==> src/rtl/capture_ctrl.sv <==
// capture_ctrl: paces decimated sample writes into the trace RAM, keeps a
// circular pre-trigger window, stores a programmable post-trigger tail and
// reports the last written address until the dump stage releases it.
module capture_ctrl #(
  parameter int DEPTH = 512
) (
  input  logic       clk,
  input  logic       rst,
  input  logic       run,
  input  logic [8:0] trig_pos,
  input  logic [3:0] decimator,
  input  logic       triggered,
  input  logic       dump_done,
  output logic       we,
  output logic       cap_en,
  output logic [8:0] cap_addr,
  output logic [8:0] trace_end,
  output logic       armed,
  output logic       capture_done
);

  typedef enum logic [2:0] {
    S_IDLE  = 3'd0,
    S_PRE   = 3'd1,
    S_ARMED = 3'd2,
    S_POST  = 3'd3,
    S_DONE  = 3'd4
  } state_t;

  state_t      state_reg, state_next;
  logic [15:0] dec_cnt_reg, dec_cnt_next;
  logic [3:0]  dec_sel_reg, dec_sel_next;
  logic [8:0]  trig_pos_reg, trig_pos_next;
  logic [8:0]  addr_reg, addr_next;
  logic [9:0]  sample_cnt_reg, sample_cnt_next;
  logic [8:0]  post_cnt_reg, post_cnt_next;
  logic        we_reg, we_next;
  logic [8:0]  cap_addr_reg, cap_addr_next;
  logic [8:0]  trace_end_reg, trace_end_next;
  logic        armed_reg, armed_next;
  logic        done_reg, done_next;

  logic        tick;
  logic [9:0]  pre_target;

  // A tick fires when the decimation counter reaches 2^d - 1; the write it
  // produces appears on the following cycle.
  assign tick       = (dec_cnt_reg == ((16'd1 << dec_sel_reg) - 16'd1));
  // Number of pre-trigger writes needed before arming (512 when trig_pos=0).
  assign pre_target = 10'(DEPTH) - {1'b0, trig_pos_reg};

  // Next-state and next-output logic for the capture sequencer.
  always_comb begin
    state_next      = state_reg;
    dec_cnt_next    = dec_cnt_reg;
    dec_sel_next    = dec_sel_reg;
    trig_pos_next   = trig_pos_reg;
    addr_next       = addr_reg;
    sample_cnt_next = sample_cnt_reg;
    post_cnt_next   = post_cnt_reg;
    we_next         = 1'b0;
    cap_addr_next   = cap_addr_reg;
    trace_end_next  = trace_end_reg;

    case (state_reg)
      S_IDLE: begin
        if (run) begin
          state_next      = S_PRE;
          trig_pos_next   = trig_pos;
          dec_sel_next    = decimator;
          addr_next       = '0;
          sample_cnt_next = '0;
          dec_cnt_next    = '0;
          post_cnt_next   = '0;
        end
      end

      S_PRE, S_ARMED, S_POST: begin
        if (!run) begin
          // Abort: drop any pending write, keep the previous trace_end.
          state_next = S_IDLE;
        end else begin
          case (state_reg)
            S_PRE: begin
              if (we_reg) begin
                sample_cnt_next = sample_cnt_reg + 10'd1;
                if (sample_cnt_reg + 10'd1 == pre_target) begin
                  state_next = S_ARMED;
                end
              end
            end
            S_ARMED: begin
              // A write presented in the trigger cycle belongs to the
              // pre-trigger window, so cap_addr_reg is the newest sample.
              if (triggered) begin
                if (trig_pos_reg == 9'd0) begin
                  state_next     = S_DONE;
                  trace_end_next = cap_addr_reg;
                end else begin
                  state_next    = S_POST;
                  post_cnt_next = '0;
                end
              end
            end
            default: begin
              if (we_reg) begin
                post_cnt_next = post_cnt_reg + 9'd1;
                if (post_cnt_reg + 9'd1 == trig_pos_reg) begin
                  state_next     = S_DONE;
                  trace_end_next = cap_addr_reg;
                end
              end
            end
          endcase

          dec_cnt_next = tick ? 16'd0 : dec_cnt_reg + 16'd1;

          // No write is issued once the capture has completed.
          if (tick && (state_next != S_DONE)) begin
            we_next       = 1'b1;
            cap_addr_next = addr_reg;
            addr_next     = addr_reg + 9'd1;
          end
        end
      end

      S_DONE: begin
        if (dump_done) begin
          state_next = S_IDLE;
        end
      end

      default: begin
        state_next = S_IDLE;
      end
    endcase

    armed_next = (state_next == S_ARMED);
    done_next  = (state_next == S_DONE);
  end

  // State and output registers with synchronous reset.
  always_ff @(posedge clk) begin
    if (rst) begin
      state_reg      <= S_IDLE;
      dec_cnt_reg    <= '0;
      dec_sel_reg    <= '0;
      trig_pos_reg   <= '0;
      addr_reg       <= '0;
      sample_cnt_reg <= '0;
      post_cnt_reg   <= '0;
      we_reg         <= 1'b0;
      cap_addr_reg   <= '0;
      trace_end_reg  <= '0;
      armed_reg      <= 1'b0;
      done_reg       <= 1'b0;
    end else begin
      state_reg      <= state_next;
      dec_cnt_reg    <= dec_cnt_next;
      dec_sel_reg    <= dec_sel_next;
      trig_pos_reg   <= trig_pos_next;
      addr_reg       <= addr_next;
      sample_cnt_reg <= sample_cnt_next;
      post_cnt_reg   <= post_cnt_next;
      we_reg         <= we_next;
      cap_addr_reg   <= cap_addr_next;
      trace_end_reg  <= trace_end_next;
      armed_reg      <= armed_next;
      done_reg       <= done_next;
    end
  end

  assign we           = we_reg;
  assign cap_en       = we_reg;
  assign cap_addr     = cap_addr_reg;
  assign trace_end    = trace_end_reg;
  assign armed        = armed_reg;
  assign capture_done = done_reg;

endmodule

==> config.mk <==
export PLATFORM = sky130hd
export DESIGN_NAME = capture_ctrl
export DESIGN_NICKNAME = d
export VERILOG_FILES = /design/src/rtl/capture_ctrl.sv
export SDC_FILE = /design/constraint.sdc
export NUM_CORES = 1
export LEC_CHECK = 0
export ABC_AREA = 1
export CELL_PAD_IN_SITES_DETAIL_PLACEMENT = 1
export CELL_PAD_IN_SITES_GLOBAL_PLACEMENT = 2
export CORE_AREA = 10 10 135 137
export CTS_BUF_LIST = sky130_fd_sc_hd__clkbuf_16
export DETAILED_ROUTE_END_ITERATION = 10
export DIE_AREA = 0 0 145 147
export PLACE_DENSITY_LB_ADDON = 0.12
export SETUP_SLACK_MARGIN = 0.4
export SLEW_MARGIN = 20
export SYNTH_ARGS = -nofsm -noshare
export SYNTH_HDL_FRONTEND = slang
export SYNTH_SLANG_ARGS = --single-unit
==> constraint.sdc <==
create_clock -name clk -period 2.62 [get_ports clk]
set_input_delay 0.786 -clock clk [delete_from_list [all_inputs] [get_ports clk]]
set_output_delay 0.786 -clock clk [all_outputs]
set_load 0.02 [all_outputs]
# --- Word-level counts from Yosys, hierarchy flattened ---
# Cells that the tools add are included.
word_totals:
  register_bits: 81
  input_bits: 18
  output_inout_bits: 22
classes:
  add_sub_neg: 6
  eq_ne: 21
  n_shift: 1
  n_mux: 38
  bitwise: 3
  n_reduce_logical: 15
ops:
  columns: ["cell", "count"]
  rows:
  - ["2-to-1 mux 9 bit", 11]
  - ["case mux 9 bit (2 select lines)", 4]
  - ["2-to-1 mux 16 bit", 3]
  - ["2-to-1 mux 10 bit", 4]
  - ["2-to-1 mux 3 bit", 11]
  - ["case mux 16 bit (2 select lines)", 1]
  - ["case mux 10 bit (2 select lines)", 1]
  - ["adder 9 x 1 -> 9 bit (second input constant)", 2]
  - ["adder 16 x 1 -> 16 bit (second input constant)", 1]
  - ["== test 16 bit", 1]
  - ["inequality test 2 bit (second input constant)", 8]
  - ["left shift 1 x 4 -> 16 bit (first input constant)", 1]
  - ["subtractor 16 x 1 -> 16 bit (second input constant)", 1]
  - ["AND reduction 7 bit", 2]
  - ["inequality test 3 bit (second input constant)", 4]
  - ["adder 10 x 1 -> 10 bit (second input constant)", 1]
  - ["== test 10 bit", 1]
  - ["subtractor 10 x 9 -> 10 bit (first input constant)", 1]
  - ["== test 3 x 2 -> 1 bit (second input constant)", 3]
  - ["== test 9 bit", 1]
  - ["logical NOT 9 bit", 1]
  - ["case mux 3 bit (3 select lines)", 1]
  - ["== test 3 bit (second input constant)", 2]
  - ["case mux 3 bit (2 select lines)", 1]
  - ["other kinds (11)", 17]

# --- Longest topological paths before layout ---
# Gate-level depths: netlist (run 1).
logic_depth:
  depth_word: 12
  depth_mapped: 22
  mapped_depth_nobuf: 21

# --- Worst setup path after synthesis (run 1) ---
# No wires, ideal clock.
synth_path:
  path_kind: "flip-flop to flip-flop"
  from: "register trig_pos_reg[0]"
  to: "register cap_addr_reg[7] (netlist: cap_addr[7])"
  arrival_time_ns: 2.257
  required_time_ns: 2.504
  setup_slack_ns: 0.247
  path_stages_with_launch: 23
  synth_period_minus_slack_ns: 2.373
  cell_sequence: "dfxtp_1 -> inv_1 -> ha_1 -> nand2_1 -> nor2_1 -> nand2_1 -> nor2_1 -> ha_1 -> inv_1 -> nand2_1 -> nand2_1 -> nand3_1 -> nor2_1 -> nand2_1 -> nand2_1 -> nand2_1 -> nand2_1 -> nand3_2 -> nand2_2 -> buf_6 -> inv_2 -> nor2_1 -> nor2_1"
synth_via:
  elab_chain_len: 10
synth_lines:
  columns: ["item", "line", "rtl"]
  rows:
  - ["start, declared", "33", "logic [8:0] trig_pos_reg, trig_pos_next;"]
  - ["start signal, assigned", "161", "trig_pos_reg <= trig_pos_next;"]
  - ["subtractor 10 x 9 -> 10 bit", "50", "assign pre_target = 10'(DEPTH) - {1'b0, trig_pos_reg};"]
  - ["== test 10 bit", "87", "if (sample_cnt_reg + 10'd1 == pre_target) begin"]
  - ["2-to-1 mux 3 bit", "87", null]
  - ["2-to-1 mux 3 bit", "85", "if (we_reg) begin"]
  - ["case mux 3 bit (2 select lines) *", "83", "case (state_reg)"]
  - ["2-to-1 mux 3 bit *", "79", "if (!run) begin"]
  - ["2-to-1 mux 3 bit *", "65", "case (state_reg)"]
  - ["inequality test 3 bit *", "119", "if (tick && (state_next != S_DONE)) begin"]
  - ["logical AND 1 bit *", "119", null]
  - ["AND reduction 3 bit (no line) *", null, null]
  - ["end signal, assigned", "166", "cap_addr_reg <= cap_addr_next;"]
  - ["end, declared", "38", "logic [8:0] cap_addr_reg, cap_addr_next;"]
# Every way passes the cells marked *; elsewhere a longest branch is shown, timed or not. The select of a mux whose other input is x is not followed.
# A chain may end at the register's enable or synchronous reset.

# --- Final worst setup path (run 1) ---
layout_path:
  from: "register trig_pos_reg[1]"
  to: "register addr_reg[6]"
layout_via:
  elab_chain_len: 11
layout_lines:
  columns: ["item", "line", "rtl"]
  rows:
  - ["subtractor 10 x 9 -> 10 bit", "50", null]
  - ["== test 10 bit", "87", null]
  - ["2-to-1 mux 3 bit", "87", null]
  - ["2-to-1 mux 3 bit", "85", null]
  - ["case mux 3 bit (2 select lines) *", "83", null]
  - ["2-to-1 mux 3 bit *", "79", null]
  - ["2-to-1 mux 3 bit *", "65", null]
  - ["inequality test 3 bit *", "119", null]
  - ["logical AND 1 bit *", "119", null]
  - ["inequality test 2 bit (no line) *", null, null]
  - ["AND reduction 4 bit (no line) *", null, null]
  - ["end signal, assigned", "162", "addr_reg <= addr_next;"]
  - ["end, declared", "34", "logic [8:0] addr_reg, addr_next;"]
# Marked as above.

==> impl_metrics.json, run 1 <==
{
  "synth_flop_cell": "dfxtp_1",
  "syn_nets": 806,
  "final_area_um2": 6780,
  "drc_errors": 0,
  "tightest_slew_ns": 0.656,
  "vias": 5344,
  "io_pins": 40,
  "yosys_register_bits": 81,
  "num-nets-final": 898,
  "cp_slowest_cell": "dfxtp_2",
  "synth_compound_area_share_pct": 14.5,
  "crit_path_max_fanout": 7,
  "synth_top_family_by_area": "simple AND/OR/NAND/NOR gates",
  "cts_buffer_depth": 2,
  "crit_chain": "inv_2, ha_4, nand2_4, nor2_4, nand2_2, nor2_2, ha_1, inv_1, nand2_1, nand2_1, nand3_2, nor2_2, nand2_1, nand2_1, nand2_2, nand2_2, nand3_4, nand2_4, buf_12, nand2_8, nand2_4, a21oi_2",
  "drv_slew": 0,
  "ctsHoldBuffers": 0,
  "final_core_util_pct": 43.4,
  "max_freq_mhz": 413,
  "yosysMostFrequentCell": "nand2_1",
  "drv_cap": 0,
  "yosys.area_share.simple_pct": 38.0,
  "fp.dieArea_um2": 21300,
  "layout_min_cycle_time_ns": 2.42,
  "rows": 46,
  "yosysWarnings": 0,
  "firstDrtPassIters": 4,
  "finalWirelength_mm": 16.7,
  "clk_latency_ns": 0.36,
  "placed_cells": 1058,
  "power.density_nw_per_um2": 475,
  "die_w_um": 145,
  "outcome": "finished, final reports clean",
  "netlist.area_leader.share_pct": 33.0,
  "io_buffers": 39,
  "antennaDiodeCount": 0,
  "crit_buf_inv": 3,
  "syn_area_um2": 4910,
  "crit_arrival_ns": 2.64,
  "gp_congestion": 0.860,
  "htreeDepth": 3,
  "cp-end-kind": "register",
  "critical-path-max-stage-delay_ns": 0.33,
  "grt_usage_pct": 15.3,
  "postRouteAntennaNets": 0,
  "grt_pass1_wl_mm": 27.1,
  "ys_types": 43,
  "relSlewSlack_pct": 56.3,
  "drive_gt1_share_pct": 23.7,
  "hold_slack_ns": 0.471,
  "min_path_type": "reg -> reg",
  "synth_common_cells": "214 x nand2_1, 86 x inv_1, 83 x nor2_1, 81 x a21oi_1, 81 x dfxtp_1",
  "dpl.hpwl_mm": 12.7,
  "antenna_found_initial": 0,
  "p_leak_nw": 2.66,
  "rsz0062_at_grt": "yes",
  "clock_sinks": 81,
  "largest_reg_flops": 16,
  "first_iter_violations": 176,
  "area_growth_pct": 37.9,
  "syn_inst": 781,
  "stdcell_count": 1094,
  "post-route-period-util_pct": 92.4,
  "wire_per_inst_um": 15.3,
  "synth_top_area_cell": "dfxtp_1",
  "die_y_um": 147,
  "synth-xor-area-share_pct": 3.39,
  "ys_async_sr_fraction_pct": 0,
  "worst_slack_ns": 0.199,
  "cp_common_cell": "nand2_1",
  "critical_path_required_ns": 2.84,
  "grt_max_degree": 53,
  "synth.area.top_cells": "dfxtp_1 33%, nand2_1 16%, a21oi_1 8.3%",
  "start_kind": "register",
  "start_util_pct": 31.5,
  "gr-total-overflow": 0,
  "viasPerCell": 4.88,
  "synth_mux_area_share_pct": 0,
  "first_global_vias": 5535,
  "final_hold_viol_count": 0,
  "path_class": "reg -> reg",
  "fin_skew_ns": 0.00907,
  "peakVddDrop_mv": 0.308,
  "cts_buffers": 9,
  "cts_tree": "yes",
  "syn_avg_cell_area_um2": 6.29,
  "synth-edff-count": 0,
  "core_area_um2": 15600,
  "root_buffer": "clkbuf_16",
  "preCtsSetupSlack_ns": -0.0850,
  "yosys.area_share.adder_pct": 1.78,
  "setup_violations": 0,
  "clkTransAtPathRegs_ns": 0.07,
  "ys_seq_area_share_pct": 33.0,
  "place_area_um2": 5840,
  "critical-path-top-delay-family": "simple AND/OR/NAND/NOR gates"
}
report_power, final:
part	leakage (nW)	switching, mW	total [mW]	internal, mW
Combinational	1.86	0.405	0.682	0.278
Sequential	0.662	0.0287	1.29	1.26
Clock	0.137	0.590	1.25	0.659
Total	2.66	1.02	3.22	2.19
cells in the final DEF, fill, tap and decap left out, types with 4 or more instances in the layout:
cell type and n:
buf_6 10, a21oi_1 71, inv_1 81, buf_4 48
nand2_2 26, nor2_1 63, nand3_2 8, xor2_1 15
clkdlybuf4s50_1 36, nor2_4 14, nand4_1 11, clkbuf_16 9
nand2_8 4, nand3_1 68, dfxtp_2 10, o21ai_1 9
nand3b_1 5, nor2_2 12, nor3_1 7, or2_2 5
nand2_4 12, inv_2 9, ha_1 4, nand2_1 180
a21oi_2 10, xnor2_1 4, o21ai_0 25, inv_6 4
dfxtp_1 69
layout make-up:
cell class	instances	area, µm²
clock buffer	9	225
clock inverter	7	60.1
fill	2002	8820
inverter	93	364
multi-input combinational	587	3290
sequential	81	1640
tap	216	270
timing repair buffer	101	921
worst reg2reg max path, stage by stage, from the launching register on:
cell and delay, ns:
dfxtp_2 0.33, inv_2 0.07, ha_4 0.15, nand2_4 0.06, nor2_4 0.10, nand2_2 0.07, nor2_2 0.09, ha_1 0.24
inv_1 0.06, nand2_1 0.05, nand2_1 0.07, nand3_2 0.06, nor2_2 0.11, nand2_1 0.06, nand2_1 0.08, nand2_2 0.07
nand2_2 0.08, nand3_4 0.09, nand2_4 0.11, buf_12 0.14, nand2_8 0.09, nand2_4 0.07, a21oi_2 0.05
metal layers:
layer	vias to the layer above	wire length (µm)	track usage [%]
met5	-	0	0
met4	0	172	4.19
met3	15	365	2.43
met2	40	8330	27.1
met1	2574	7840	18.6
li1	2715	-	-
what timing repair did:
action / CTS / global route
pin swaps: 19 / 20
setup endpoints to repair: 51 / 67
buffers inserted: 12 / 4
resized for setup: 65 / 88
cloned: 2 / 2
metrics by stage:
| step | power (mW) | setup TNS (ns) |
|---|---|---|
| 6_report | 3.22 | 0 |
| 5_1_grt | 3.39 | 0 |
| 4_1_cts | 3.22 | 0 |
| 3_5_place_dp | 1.90 | -0.698 |
| 3_3_place_gp | 1.89 | 0 |
| 2_1_floorplan | 1.69 | 0 |
kinds of logic (layout without fill, tap and decap cells):
kind of cell,Yosys count,after routing
AND/OR/NAND/NOR,426,428
AO/OA/AOI/OAI,133,133
buffers and inverters,115,210
flip-flops,81,81
XOR/XNOR,19,19
adder cells (fa/ha/maj),7,7
final timing paths:
path / endpoint / cells after the start / from / slack, ns
hold reg to reg: trace_end[5]$_SDFFE_PP0P_ / 2 / trace_end[5]$_SDFFE_PP0P_ / 0.47
setup / recovery: addr_reg[6]$_SDFFE_PP0P_ / 22 / trig_pos_reg[1]$_SDFFE_PP0P_ / 0.20
setup reg to reg: addr_reg[6]$_SDFFE_PP0P_ / 22 / trig_pos_reg[1]$_SDFFE_PP0P_ / 0.20
hold / removal: trace_end[5]$_SDFFE_PP0P_ / 2 / trace_end[5]$_SDFFE_PP0P_ / 0.47
Power figures use the tool's default switching activity.
==> run 2, diff against run 1 <==
Settings changed: CORE_AREA 10 10 135 137 to 10 10 171 109, DIE_AREA 0 0 145 147 to 0 0 181 119, SLEW_MARGIN 20 to 10.
==> impl_metrics.json, run 2 (synthesized netlist as in run 1, its figures left out) <==
{
  "place_area_um2": 5830,
  "antenna_found_initial": 0,
  "grt_usage_pct": 16.2,
  "preCtsSetupSlack_ns": -0.108,
  "clkTransAtPathRegs_ns": 0.08,
  "cts_buffers": 9,
  "max_freq_mhz": 389,
  "final_cell_mix": "193 x nand2_1, 81 x inv_1, 74 x dfxtp_1",
  "gp_congestion": 0.871,
  "fin_skew_ns": 0.0130,
  "setup_violations": 0,
  "final_hold_viol_count": 0,
  "cp_common_cell": "nand2_2",
  "io_buffers": 39,
  "vias": 5414,
  "relSlewSlack_pct": 59.6,
  "core_area_um2": 15700,
  "setup_tns_ns": 0,
  "layout_min_cycle_time_ns": 2.57,
  "hold_slack_ns": 0.471,
  "dpl.hpwl_mm": 13.6,
  "gr-total-overflow": 0,
  "r2r_setup_slack_ns": 0.05,
  "ctsHoldBuffers": 0,
  "cp-startpoint": "trig_pos_reg[0]$_SDFFE_PP0P_",
  "viasPerCell": 4.99,
  "root_buffer": "clkbuf_16",
  "outcome": "finished, final reports clean",
  "crit_arrival_ns": 2.82,
  "rows": 36,
  "cp-end-kind": "register",
  "tightest_slew_ns": 0.604,
  "worstHoldStart": "trace_end[6]$_SDFFE_PP0P_",
  "critical_path_required_ns": 2.86,
  "grt_max_degree": 34,
  "fp.dieArea_um2": 21500,
  "final_common_cell": "nand2_1",
  "wire_per_inst_um": 16.5,
  "min_path_type": "reg -> reg",
  "die_w_um": 181,
  "cts_buffer_depth": 2,
  "post-route-period-util_pct": 98.2,
  "power.density_nw_per_um2": 490,
  "stdcell_count": 1086,
  "start_util_pct": 31.3,
  "firstDrtPassIters": 4,
  "final_core_util_pct": 43.4,
  "num-nets-final": 897,
  "finalWirelength_mm": 18.0,
  "critical-path-max-stage-delay_ns": 0.34,
  "start_kind": "register",
  "area_growth_pct": 38.8,
  "crit_chain": "inv_4, ha_4, nand2_4, nor2_4, nand2_2, nor2_4, ha_4, inv_2, nand2_2, nand2_2, nand3_2, nor2_4, nand2_1, nand2_1, nand2_2, nand2_2, nand3_4, nand2_4, buf_12, inv_6, nor2_2, nor2_1",
  "peakVddDrop_mv": 0.270,
  "placed_cells": 1049,
  "crit_path_max_fanout": 9,
  "postRouteAntennaNets": 0,
  "largest_reg_flops": 16,
  "r2r-start": "trig_pos_reg[0]$_SDFFE_PP0P_",
  "total_power_mw": 3.34,
  "drive_gt1_share_pct": 22.9,
  "final_area_um2": 6820,
  "antennaDiodeCount": 0,
  "drv_cap": 0,
  "worst_slack_ns": 0.0467,
  "first_global_vias": 5575,
  "drc_errors": 0,
  "cp_slowest_cell": "dfxtp_2",
  "io_pins": 40,
  "drv_slew": 0,
  "die_y_um": 119,
  "clock_sinks": 81,
  "rsz0062_at_grt": "yes",
  "clk_latency_ns": 0.34,
  "cts_tree": "yes",
  "p_leak_nw": 2.72,
  "path_class": "reg -> reg",
  "first_iter_violations": 248,
  "grt_pass1_wl_mm": 29.2,
  "htreeDepth": 3
}
[run 2: critical path, delay by kind of cell (launching register included)]
family                     cells  cell delay, ns
DFF                            1            0.34
adders and majority gates      2            0.38
and+or+nand+nor               16            1.40
buffers and inverters          4            0.32
[run 2: power by group]
part	switching (mW)	internal (mW)
registers	0.0275	1.26
clock network	0.633	0.683
logic	0.438	0.302
[run 2: repair_timing]
action | in CTS | in global routing
gates cloned | 1 | 4
setup endpoints to repair | 64 | 68
buffers inserted | 11 | 5
resized for setup | 70 | 67
pin swaps | 13 | 29
[run 2: final cells by class]
type	instances	area [µm²]
Multi-Input combinational cell	587	3300
Clock inverter	7	76.3
Clock buffer	9	225
Fill cell	1972	8900
Timing Repair Buffer	100	962
Tap cell	209	262
Inverter	93	364
Sequential cell	81	1630
[run 2: final timing paths]
kind	endpoint	cells after the start
worst min register to register	trace_end[6]$_SDFFE_PP0P_	2
worst max-delay path	cap_addr[7]$_SDFFE_PP0P_	22
worst min-delay path	trace_end[6]$_SDFFE_PP0P_	2
worst max register to register	cap_addr[7]$_SDFFE_PP0P_	22
[run 2: layer usage]
metal / routed length [µm] / global-route usage, %
met1: 9380 / 23.0
met2: 7860 / 25.1
met3: 602 / 2.99
met4: 131 / 2.63
met5: 0 / 0
